`config.mk`:
```
export PLATFORM = sky130hd
export DESIGN_NAME = mips_harvard_bus_bridge
export DESIGN_NICKNAME = d
export VERILOG_FILES = /design/src/rtl/mips_harvard_bus_bridge.sv
export SDC_FILE = /design/constraint.sdc
export NUM_CORES = 1
export LEC_CHECK = 0
export ABC_CLOCK_PERIOD_IN_PS = 2100
export BUFFER_PORTS_ARGS = -buffer_cell sky130_fd_sc_hd__clkbuf_2
export CORE_AREA = 4 4 103 105
export DETAILED_ROUTE_END_ITERATION = 10
export DIE_AREA = 0 0 107 109
export GPL_ROUTABILITY_DRIVEN = 0
export GPL_TIMING_DRIVEN = 1
export PLACE_DENSITY = 0.77
export SYNTH_ARGS = -nofsm -noshare
export SYNTH_HDL_FRONTEND = slang
export SYNTH_SLANG_ARGS = --single-unit
export TNS_END_PERCENT = 1
```
`constraint.sdc`:
```
create_clock -name clk -period 2.1 [get_ports clk]
set_input_delay 0.21 -clock clk [delete_from_list [all_inputs] [get_ports clk]]
set_output_delay 0.21 -clock clk [all_outputs]
set_load 0.01 [all_outputs]
```
`src/rtl/mips_harvard_bus_bridge.sv`:
```
// mips_harvard_bus_bridge: runs a Harvard MIPS core on one shared Avalon-style bus, one instruction at a time.
// Optional one-entry instruction buffer: define MIPS_BRIDGE_IFETCH_BUF_EN.
module mips_harvard_bus_bridge #(
    parameter int ADDR_W  = 32,
    parameter int DATA_W  = 32,
    parameter int TIMEOUT = 16
) (
    input  logic                clk,
    input  logic                reset,
    input  logic                core_active,
    output logic                core_clk_enable,
    input  logic [ADDR_W-1:0]   core_instr_address,
    output logic [DATA_W-1:0]   core_instr_readdata,
    input  logic [ADDR_W-1:0]   core_data_address,
    input  logic                core_data_read,
    input  logic                core_data_write,
    input  logic [DATA_W-1:0]   core_data_writedata,
    output logic [DATA_W-1:0]   core_data_readdata,
    output logic [ADDR_W-1:0]   address,
    output logic                read,
    output logic                write,
    output logic [DATA_W-1:0]   writedata,
    output logic [DATA_W/8-1:0] byteenable,
    input  logic                waitrequest,
    input  logic [DATA_W-1:0]   readdata,
    output logic                busy,
    output logic                bus_error
);

    localparam int BE_W  = DATA_W / 8;
    localparam int LSB_W = (BE_W > 1) ? $clog2(BE_W) : 1;
    localparam int CNT_W = (TIMEOUT > 0) ? $clog2(TIMEOUT + 1) : 1;
    localparam logic [CNT_W-1:0] CNT_LAST = (TIMEOUT > 0) ? CNT_W'(TIMEOUT - 1) : '0;

    typedef enum logic [2:0] {S_FETCH, S_DATA, S_COMMIT, S_HALT, S_ERROR} state_t;

    state_t            state, state_next;
    logic [CNT_W-1:0]  wait_cnt;
    logic              read_s, write_s, clk_en_s;
    logic              instr_load, data_load, err_set;
    logic [ADDR_W-1:0] address_s;
    logic [DATA_W-1:0] writedata_s;
    logic              instr_misaligned, data_misaligned, timeout_hit, buf_hit;

    assign instr_misaligned = (BE_W > 1) && (core_instr_address[LSB_W-1:0] != '0);
    assign data_misaligned  = (BE_W > 1) && (core_data_address[LSB_W-1:0] != '0);
    // The counter reaches TIMEOUT at this edge, so the strobe is gone in the following cycle.
    assign timeout_hit      = (TIMEOUT > 0) && waitrequest && (wait_cnt == CNT_LAST);

`ifdef MIPS_BRIDGE_IFETCH_BUF_EN
    logic              buf_valid;
    logic [ADDR_W-1:0] buf_tag;

    // A completed write to the buffered address invalidates it so modified code is refetched.
    always_ff @(posedge clk or negedge reset) begin
        if (!reset) begin
            buf_valid <= 1'b0;
            buf_tag   <= '0;
        end else if (state == S_ERROR || err_set) begin
            buf_valid <= 1'b0;
        end else if (instr_load) begin
            buf_valid <= 1'b1;
            buf_tag   <= core_instr_address;
        end else if (state == S_DATA && write_s && !waitrequest && core_data_address == buf_tag) begin
            buf_valid <= 1'b0;
        end
    end

    assign buf_hit = buf_valid && (core_instr_address == buf_tag);
`else
    assign buf_hit = 1'b0;
`endif

    always_comb begin
        state_next  = state;
        read_s      = 1'b0;
        write_s     = 1'b0;
        clk_en_s    = 1'b0;
        instr_load  = 1'b0;
        data_load   = 1'b0;
        err_set     = 1'b0;
        address_s   = '0;
        writedata_s = '0;
        case (state)
            S_FETCH: begin
                if (!core_active) begin
                    state_next = S_HALT;
                end else if (buf_hit) begin
                    state_next = S_DATA;
                end else if (instr_misaligned) begin
                    err_set    = 1'b1;
                    state_next = S_ERROR;
                end else begin
                    read_s    = 1'b1;
                    address_s = core_instr_address;
                    if (!waitrequest) begin
                        instr_load = 1'b1;
                        state_next = S_DATA;
                    end else if (timeout_hit) begin
                        err_set    = 1'b1;
                        state_next = S_ERROR;
                    end
                end
            end
            S_DATA: begin
                // Without a data request the commit strobe is issued here, saving a cycle.
                if (core_data_write || core_data_read) begin
                    if (data_misaligned) begin
                        err_set    = 1'b1;
                        state_next = S_ERROR;
                    end else begin
                        address_s = core_data_address;
                        if (core_data_write) begin
                            write_s     = 1'b1;
                            writedata_s = core_data_writedata;
                        end else begin
                            read_s = 1'b1;
                        end
                        if (!waitrequest) begin
                            data_load  = !core_data_write;
                            state_next = S_COMMIT;
                        end else if (timeout_hit) begin
                            err_set    = 1'b1;
                            state_next = S_ERROR;
                        end
                    end
                end else begin
                    clk_en_s   = 1'b1;
                    state_next = S_FETCH;
                end
            end
            S_COMMIT: begin
                clk_en_s   = 1'b1;
                state_next = S_FETCH;
            end
            S_HALT:  state_next = S_HALT;
            S_ERROR: state_next = S_ERROR;
            default: state_next = S_ERROR;
        endcase
    end

    always_ff @(posedge clk or negedge reset) begin
        if (!reset) begin
            state               <= S_FETCH;
            wait_cnt            <= '0;
            core_instr_readdata <= '0;
            core_data_readdata  <= '0;
            bus_error           <= 1'b0;
        end else begin
            state <= state_next;
            if ((read_s || write_s) && waitrequest) wait_cnt <= wait_cnt + 1'b1;
            else                                    wait_cnt <= '0;
            if (instr_load) core_instr_readdata <= readdata;
            if (data_load)  core_data_readdata  <= readdata;
            if (err_set)    bus_error           <= 1'b1;
        end
    end

    // Gating with reset makes the strobes fall the moment reset is asserted.
    assign read            = reset & read_s;
    assign write           = reset & write_s;
    assign core_clk_enable = reset & clk_en_s;
    assign address         = reset ? address_s : '0;
    assign writedata       = reset ? writedata_s : '0;
    assign byteenable      = (read || write) ? '1 : '0;
    assign busy            = reset && (state == S_FETCH || state == S_DATA || state == S_COMMIT);

endmodule

```
# [Word level (Yosys, flattened, before mapping)]
# Cells that the tools add are included.
[word_totals] ff_bits=73 romBits=0 inputBits=134 elab_cells=73 latch_bits=0 n_memories=0 ram_bits=0
[classes] n_eq_ne=4 mul=0 reduce_logical=12 addsub=1 order_cmp=0 n_mux=48 div=0 shifts=0 n_bitwise=3
[ops] cell="$mux 32" n=10
[ops] cell="$pmux 32 s2" n=1
[ops] cell="$mux 1" n=24
[ops] cell="$mux 3" n=7
[ops] cell="$pmux 3 s4" n=1
[ops] cell="$eq 3x2->1 const B" n=2
[ops] cell="$pmux 1 s2" n=3
[ops] cell="$add 5x1->5 const B" n=1
[ops] cell="$eq 5x4->1 const B" n=1
[ops] cell="$logic_or 1x1->1" n=5
[ops] cell="$mux 5" n=1
[ops] cell="$mux 4" n=1
[ops] cell="$reduce_bool 2->1" n=2
[ops] cell="$and 1x1->1" n=3
[ops] cell="$eq 3x1->1 const B" n=1
[ops] cell="$logic_and 1x1->1" n=3
[ops] cell="$logic_not 3->1" n=1
[ops] cell="$logic_not 1->1" n=1

# [Logic depth before layout (Yosys ltp)]
# Gate-level depths: netlist of the first run.
[logic_depth] ltp_word=7 mapped_depth=6 depth_no_buf=6

# [Worst setup path before layout of the first run]
# No wires, ideal clock.
[synth_timing] path_type="register -> output" start="register state[0]" end="output byteenable[1]" path_slack_ps=53 t_required_ps=1890 arrival_time_ps=1837 stages_incl_launch_ff=6 path_cell_list="dfrtp_1 -> clkbuf_1 -> nor3b_1 -> nand3_1 -> a21boi_0 -> buf_4"
[synth_via] elab_chain_len=5
[synth_lines] item="from (decl)" line="37" rtl="state_t state, state_next;"
[synth_lines] item="from (signal assigned)" line="150" rtl="state <= state_next;"
[synth_lines] item="$eq 3x1->1 / $logic_not 3->1 (equally long branches)" line="84" rtl="case (state)"
[synth_lines] item="$pmux 1 s2 / $mux 1 (equally long branches)" line="84"
[synth_lines] item="$and 1x1->1 (on tied branches)" line="160, 161"
[synth_lines] item="$logic_or 1x1->1 (*)" line="165" rtl="assign byteenable = (read || write) ? '1 : '0;"
[synth_lines] item="$mux 4 (*)" line="165"
[synth_lines] item="to (decl)" line="23" rtl="output logic [DATA_W/8-1:0] byteenable,"
# Mark *: on every way between the ends. The rest lies on a longest branch, timed or not.

# [Final worst setup path of the first run]
[layout_timing] start="register state[0]" end="output writedata[9]"
[layout_via] elab_chain_len=3
[layout_lines] item="$eq 3x1->1" line="84"
[layout_lines] item="$mux 32" line="84"
[layout_lines] item="$mux 32" line="164" rtl="assign writedata = reset ? writedata_s : '0;"
[layout_lines] item="to (decl)" line="22" rtl="output logic [DATA_W-1:0] writedata,"
# Every way passes these cells.

==> results of run 1 <==
routing by layer:
metal,GRT usage,part of all wire,wire length [µm]
met5,0,0,0
met4,0.0539,0.012,147
met3,0.0409,0.062,741
met2,0.320,0.52,6220
met1,0.229,0.41,4900
logic make-up after synthesis:
group | Yosys count | share of synthesized area
AOI/OAI and AO/OA | 48 | 0.0856
and+or+nand+nor | 117 | 0.163
other | 1 | 0.00102
adders and majority gates | 2 | 0.00679
muxes | 64 | 0.196
DFF | 73 | 0.496
buffers and inverters | 33 | 0.0455
xor gates and xnor gates | 3 | 0.00713
sequential cells by signal, indices dropped and copies added (netlist names):
signal and count:
core_data_readdata 32, core_instr_readdata 32, wait_cnt 5, state 3, bus_error 1
worst min-delay path by stage:
stage	start	to	slack (ps)
floorplan	reset	bus_error$_DFFE_PN0P_	-90
global placement	reset	state[1]$_DFF_PN0_	40
detailed placement	reset	bus_error$_DFFE_PN0P_	40
CTS	readdata[31]	core_data_readdata[31]$_DFFE_PN0P_	100
global route	readdata[31]	core_data_readdata[31]$_DFFE_PN0P_	90
finish	readdata[31]	core_data_readdata[31]$_DFFE_PN0P_	110
worst max-delay path, cell delays in order, from the launching register on:
cell and delay (ps):
dfrtp_1 350, or3b_4 400, nor4_4 230, buf_6 160, buf_6 130, and2_1 150, buf_2 140
power groups by stage:
stage / Clock (mW) / Combinational [mW] / Sequential (mW)
after floorplan: 0 / 0.0278 / 1.43
after global placement: 0 / 0.189 / 1.43
after detailed placement: 0 / 0.193 / 1.43
after CTS: 0.984 / 0.200 / 1.40
after global routing: 1.05 / 0.234 / 1.40
final: 0.953 / 0.211 / 1.40
placed cells by master, fill, tap and decap left out, drive strengths merged, types with 3 or more instances in the layout:
cell type  count
clkbuf       238
nand3          3
inv            6
and2          32
a21oi          3
dfrtp         73
o22ai         30
mux2          64
buf           71
nand2         63
a211oi         6
clkinv         3
nor3b          3
cell type report:
| class | count | area (µm²) |
|---|---|---|
| Multi-Input combinational cell | 236 | 1780 |
| Sequential cell | 73 | 1830 |
| Timing Repair Buffer | 300 | 1780 |
| Fill cell | 835 | 3900 |
| Tap cell | 133 | 166 |
| Inverter | 5 | 18.8 |
| Clock buffer | 10 | 128 |
| Clock inverter | 6 | 42.5 |
what timing repair did:
action | 4_1_cts | 5_1_grt
endpoints found under the hold margin | 4 | 0
gates cloned | 2 | 5
pin swaps | 7 | 12
hold buffers | 1 | 0
setup endpoints to repair | 67 | 68
gates resized for setup | 13 | 82
buffers inserted | 1 | 10
==> flow_summary_export.csv, run 1 <==
group,metric,value,unit
cells_and_area,fin_area,5740,µm²
grt,gr-total-overflow,0,
timing,finalSetupViolCount,0,
pwr,powerDensity,448,nW/µm²
worst_setup_path,rr_endpoint,"core_data_readdata[13]$_DFFE_PN0P_",
worst_setup_path,worstPathMaxFanout,8,
synthesis,synth_commonest_cells,"73 x dfrtp_1, 63 x nand2_1, 62 x mux2_2",
timing,final.setup.worst_slack,1.04,ps
worst_setup_path,path_class,"flip-flop to output port",
place,dp_cells,728,
die,chipWidth,107,µm
timing,setup_tns,0,ps
cells_and_area,final_util,0.595,
timing,rsz0062_at_grt,"yes",
grt,track_usage,0.184,
synthesis,ys.warnings.count,0,
pwr,internal_power,1.94,mW
clock_network,cts_sinks,73,
synthesis,synth_area,3680,µm²
grt,grt_max_degree,70,
worst_setup_path,cp-start-kind,"flip-flop",
pwr,p_switching,0.623,mW
synthesis,synth_cell_type_count,39,
worst_setup_path,end_kind,"output port",
worst_setup_path,startpoint,"state[0]$_DFF_PN0_",
clock_network,clock_latency,340,ps
die,row_count,36,
timing,whs,110,ps
synthesis,synth_cells,341,
grt,grt_pass1_wl,17300,µm
drt,first_iter_violations,176,
pwr,pwr-share-clk,0.371,
min_path,holdPathStages,2,
timing,post-route-period-util,1.00,
die,initial_core_util,0.382,
clock_network,cts_buffers,9,
worst_setup_path,r2r_cells,4,
outcome,status,"finished clean",
synthesis,yosys_register_bits,73,
drt,wl_per_cell,15.7,µm
place,dp_hpwl,8820,µm
worst_setup_path,crit_required,1890,ps
cells_and_area,area_growth_syn_to_layout,55.7,%
pwr,p_leak,3.17,nW
cells_and_area,drive_gt1_frac,0.633,
cells_and_area,layout.cells.non_filler,763,
place,port_buffers,268,
grt,grt_pass1_vias,3523,
clock_network,htreeDepth,3,
die,die-area,11700,µm²
pwr,pwr-share-seq,0.547,
timing,tightest_slew,826,ps
drt,dr.pass1.iters,4,
worst_setup_path,r2r_start,"state[1]$_DFF_PN0_",
worst_setup_path,reg2reg_slack,240,ps
pwr,combPwrFrac,0.082,
clock_network,clk_path_buf_depth,2,
min_path,hold_class,"primary input to flip-flop",
cells_and_area,diodes,0,
synthesis,post-synth-top-count-cell,"dfrtp_1",
drt,drc,0,
clock_network,cts_tree,"built",
pwr,p_sw_frac,0.243,
timing,final_hold_viol_count,0,
worst_setup_path,worstSetupEndpoint,"writedata[9]",
timing,max_slew_margin,0.449,
synthesis,synth_flop_cell,"dfrtp_1",
synthesis,synth_edf_count,0,
die,fp.dieH,109,µm
pwr,power,2.57,mW
clock_network,clk_pin_slew_worst_paths,90,ps
place,dpl_cell_area,5180,µm²
synthesis,seq_area_frac_synth,0.496,
clock_network,cts_root_buf,"clkbuf_8",
grt,antenna_found_initial,0,
synthesis,synth_area_leaders,"dfrtp_1 50%, mux2_2 19%, nand2_1 6.4%",
synthesis,yosysTopAreaCell,"dfrtp_1",
pwr,vdd_drop_max,0.000286,V
timing,max_clock_freq,476,MHz
die,pin_count,271,
drt,vias_per_cell,4.83,
drt,final_antenna_net_count,0,
cells_and_area,nNetsFinal,761,
drt,wl,12000,µm
synthesis,async_flop_share,1.00,
die,core_area,9640,µm²
timing,skew,15.4,ps
drt,vias,3684,
timing,finalMaxSlewViolations,0,
place,place_ws,189,ps
job,drv_cap,0,
synthesis,syn_area_per_cell,10.8,µm²
synthesis,synth_top_area_share,0.496,
timing,final.min_clock_period,2100,ps
worst_setup_path,arrival,1890,ps
Power figures use the tool's default switching activity.
==> run 2, diff against run 1 <==
--- a/config.mk
+++ b/config.mk
@@ -5,14 +5,15 @@
 export SDC_FILE = /design/constraint.sdc
 export NUM_CORES = 1
 export LEC_CHECK = 0
+export ABC_AREA = 1
 export ABC_CLOCK_PERIOD_IN_PS = 2100
 export BUFFER_PORTS_ARGS = -buffer_cell sky130_fd_sc_hd__clkbuf_2
-export CORE_AREA = 4 4 103 105
+export CORE_AREA = 4 4 104 106
 export DETAILED_ROUTE_END_ITERATION = 10
-export DIE_AREA = 0 0 107 109
+export DIE_AREA = 0 0 108 110
 export GPL_ROUTABILITY_DRIVEN = 0
 export GPL_TIMING_DRIVEN = 1
-export PLACE_DENSITY = 0.77
+export PLACE_DENSITY = 0.78
 export SYNTH_ARGS = -nofsm -noshare
 export SYNTH_HDL_FRONTEND = slang
 export SYNTH_SLANG_ARGS = --single-unit
==> run 2 against run 1 <==
Against the previous run: fmax grew 1.1%; cell count grew 21%; utilization shrank 0.26 points.
==> flow_summary_export.csv, run 2 <==
group,metric,value,unit
cells_and_area,layout_commonest_cell,"clkbuf_2",
drt,first_iter_violations,476,
clock_network,cts_root_buf,"clkbuf_8",
drt,wl,14600,µm
place,port_buffers,268,
synthesis,synth_area,3870,µm²
pwr,pwr-share-clk,0.434,
die,pin_count,271,
job,drv_cap,0,
pwr,p_leak,3.46,nW
cells_and_area,nNetsFinal,924,
worst_setup_path,worstSetupEndpoint,"address[13]",
grt,grt_pass1_vias,4165,
cells_and_area,fin_area,5790,µm²
worst_setup_path,cp_slowest_cell,"dfrtp_2",
timing,finalMaxSlewViolations,0,
timing,rsz0062_at_grt,"yes",
clock_network,htreeDepth,3,
worst_setup_path,reg2reg_slack,360,ps
pwr,vdd_drop_max,0.000394,V
clock_network,clock_latency,340,ps
grt,track_usage,0.224,
clock_network,cts_buffers,9,
synthesis,synth_cells,523,
cells_and_area,area_growth_syn_to_layout,49.8,%
worst_setup_path,r2r_start,"state[1]$_DFF_PN0_",
die,fp.dieH,110,µm
die,initial_core_util,0.396,
synthesis,seq_area_frac_synth,0.472,
worst_setup_path,arrival,1870,ps
die,row_count,36,
timing,max_slew_margin,0.595,
worst_setup_path,cp_common_cell,"nor2_4",
pwr,pwr-share-seq,0.479,
worst_setup_path,end_kind,"output port",
drt,drc,0,
cells_and_area,final_util,0.593,
drt,wl_met3,1530,µm
synthesis,yosysTopAreaCell,"dfrtp_1",
worst_setup_path,path_class,"flip-flop to output port",
clock_network,clk_path_buf_depth,2,
worst_setup_path,worstPathCellList,"nor2_4 -> nand2_2 -> nor2_4 -> buf_12 -> clkbuf_16 -> nand3_1 -> a21oi_1 -> buf_2",
die,core_area,9770,µm²
synthesis,synth_flop_cell,"dfrtp_1",
synthesis,ys.warnings.count,0,
pwr,p_sw_frac,0.241,
synthesis,synth_edf_count,0,
grt,antenna_found_initial,2,
die,die-area,11900,µm²
synthesis,synth_area_leaders,"dfrtp_1 47%, nand2_1 13%, nand3_1 8.5%",
cells_and_area,top_regs,"core_data_readdata x32, core_instr_readdata x32, wait_cnt x5",
worst_setup_path,cp-start-kind,"flip-flop",
synthesis,async_flop_share,1.00,
pwr,powerDensity,511,nW/µm²
pwr,internal_power,2.25,mW
synthesis,synth_cell_type_count,29,
outcome,status,"finished clean",
place,dp_cells,898,
timing,tightest_slew,607,ps
synthesis,syn_area_per_cell,7.39,µm²
drt,vias,4497,
timing,post-route-period-util,0.988,
cells_and_area,drive_gt1_frac,0.421,
clock_network,cts_sinks,73,
pwr,p_switching,0.713,mW
worst_setup_path,cpPeakStageDelay,440,ps
worst_setup_path,startpoint,"state[1]$_DFF_PN0_",
synthesis,synth_commonest_cells,"139 x nand2_1, 73 x dfrtp_1, 66 x nand3_1",
drt,routedLengthMet1,5710,µm
die,chipWidth,108,µm
drt,highest_layer,"met5",
drt,final_antenna_net_count,0,
worst_setup_path,rr_endpoint,"core_data_readdata[9]$_DFFE_PN0P_",
grt,grt_max_degree,51,
grt,grt_pass1_wl,21200,µm
drt,dr.pass1.iters,5,
worst_setup_path,worstPathMaxFanout,16,
synthesis,yosys_register_bits,73,
synthesis,synth_top_area_share,0.472,
timing,finalSetupViolCount,0,
cells_and_area,final_cell_mix,"245 x clkbuf_2, 137 x nand2_1, 72 x dfrtp_1",
timing,final.min_clock_period,2080,ps
drt,vias_per_cell,4.85,
worst_setup_path,crit_required,1890,ps
cells_and_area,layout.cells.non_filler,927,
drt,met2WireLength,7020,µm
clock_network,clk_pin_slew_worst_paths,90,ps
worst_setup_path,r2r_cells,9,
timing,max_clock_freq,482,MHz
timing,final_hold_viol_count,0,
timing,skew,12.4,ps
clock_network,cts_tree,"built",
grt,gr-total-overflow,0,
place,dpl_cell_area,5310,µm²
pwr,combPwrFrac,0.087,
synthesis,post-synth-top-count-cell,"nand2_1",
place,dp_hpwl,10700,µm
drt,wl_per_cell,15.7,µm
min_path,hold_class,"primary input to flip-flop",
[run 2: cell types whose count changed after synthesis, moves of 6 or more]
cell / before / now
nand2_1: 63 / 139
a21oi_1: 3 / 32
nand3_1: 3 / 66
inv_1: 5 / 42
and2_1: 32 / 1
o22ai_1: 30 / 0
mux2_2: 62 / 0
a211oi_1: 6 / 0
o21ai_0: 1 / 53
o21ai_1: 0 / 12
buf_2: 2 / 13
nor2_1: 2 / 42
[run 2: worst max-delay path, delay by kind of cell, from the launching register on]
family,cells,cell delay [ps]
flops,1,440
buf+inv,3,440
simple gates,4,520
compound gates,1,140
[run 2: metal layers]
metal | up-vias | track usage
met4 | 2 | 0.0766
li1 | 2205 | -
met1 | 2034 | 0.278
met2 | 232 | 0.370
met5 | - | 0
met3 | 24 | 0.0745
[run 2: worst min-delay path by stage]
stage,startpoint,end,slack [ps],depth (start not counted)
floorplan,reset,bus_error$_DFFE_PN0P_,-90,0
global placement,reset,core_instr_readdata[23]$_DFFE_PN0P_,60,1
detailed placement,reset,core_instr_readdata[23]$_DFFE_PN0P_,60,1
CTS,readdata[22],core_instr_readdata[22]$_DFFE_PN0P_,60,3
global route,readdata[9],core_instr_readdata[9]$_DFFE_PN0P_,80,3
finish,readdata[22],core_instr_readdata[22]$_DFFE_PN0P_,80,3
[run 2: layout make-up]
| cell class | instances | area (µm²) |
|---|---|---|
| Antenna cell | 1 | 2.50 |
| Clock buffer | 10 | 138 |
| Clock inverter | 6 | 97.6 |
| Fill cell | 929 | 3980 |
| Inverter | 43 | 166 |
| Multi-Input combinational cell | 365 | 1710 |
| Sequential cell | 73 | 1830 |
| Tap cell | 133 | 166 |
| Timing Repair Buffer | 296 | 1680 |
[run 2: cells by family after synthesis]
logic type	share of synthesized area
and+or+nand+nor	0.286
AOI/OAI and AO/OA	0.131
adders and majority gates	0.00647
other	0.000970
xor gates and xnor gates	0.00453
buffers and inverters	0.0984
DFF	0.472
[run 2: timing repair]
item / in CTS / in global routing
setup buffers: 0 / 7
hold buffers: 1 / 0
pin swaps: 0 / 7
endpoints found under the setup margin: 31 / 63
cloned: 0 / 4
gates resized for setup: 2 / 41
hold endpoints to repair: 23 / 0
[run 2: power groups by stage]
stage	Combinational [mW]	Clock (mW)	Sequential, mW
final	0.257	1.28	1.42
after global routing	0.287	1.39	1.42
after CTS	0.256	1.32	1.42
after detailed placement	0.254	0	1.45
after global placement	0.251	0	1.45
after floorplan	0.0595	0	1.45
[run 2: metrics by stage]
| stage | setup TNS, ps | power, mW | hold WS [ps] | worst slack (ps) |
|---|---|---|---|---|
| floorplan | 0 | 1.51 | -85.6 | 506 |
| global placement | 0 | 1.70 | 59.6 | 319 |
| detailed placement | 0 | 1.70 | 60.2 | 302 |
| CTS | 0 | 2.99 | 56.1 | 6.21 |
| global route | -1510 | 3.09 | 77.4 | -79.9 |
| finish | 0 | 2.96 | 79.1 | 24.2 |
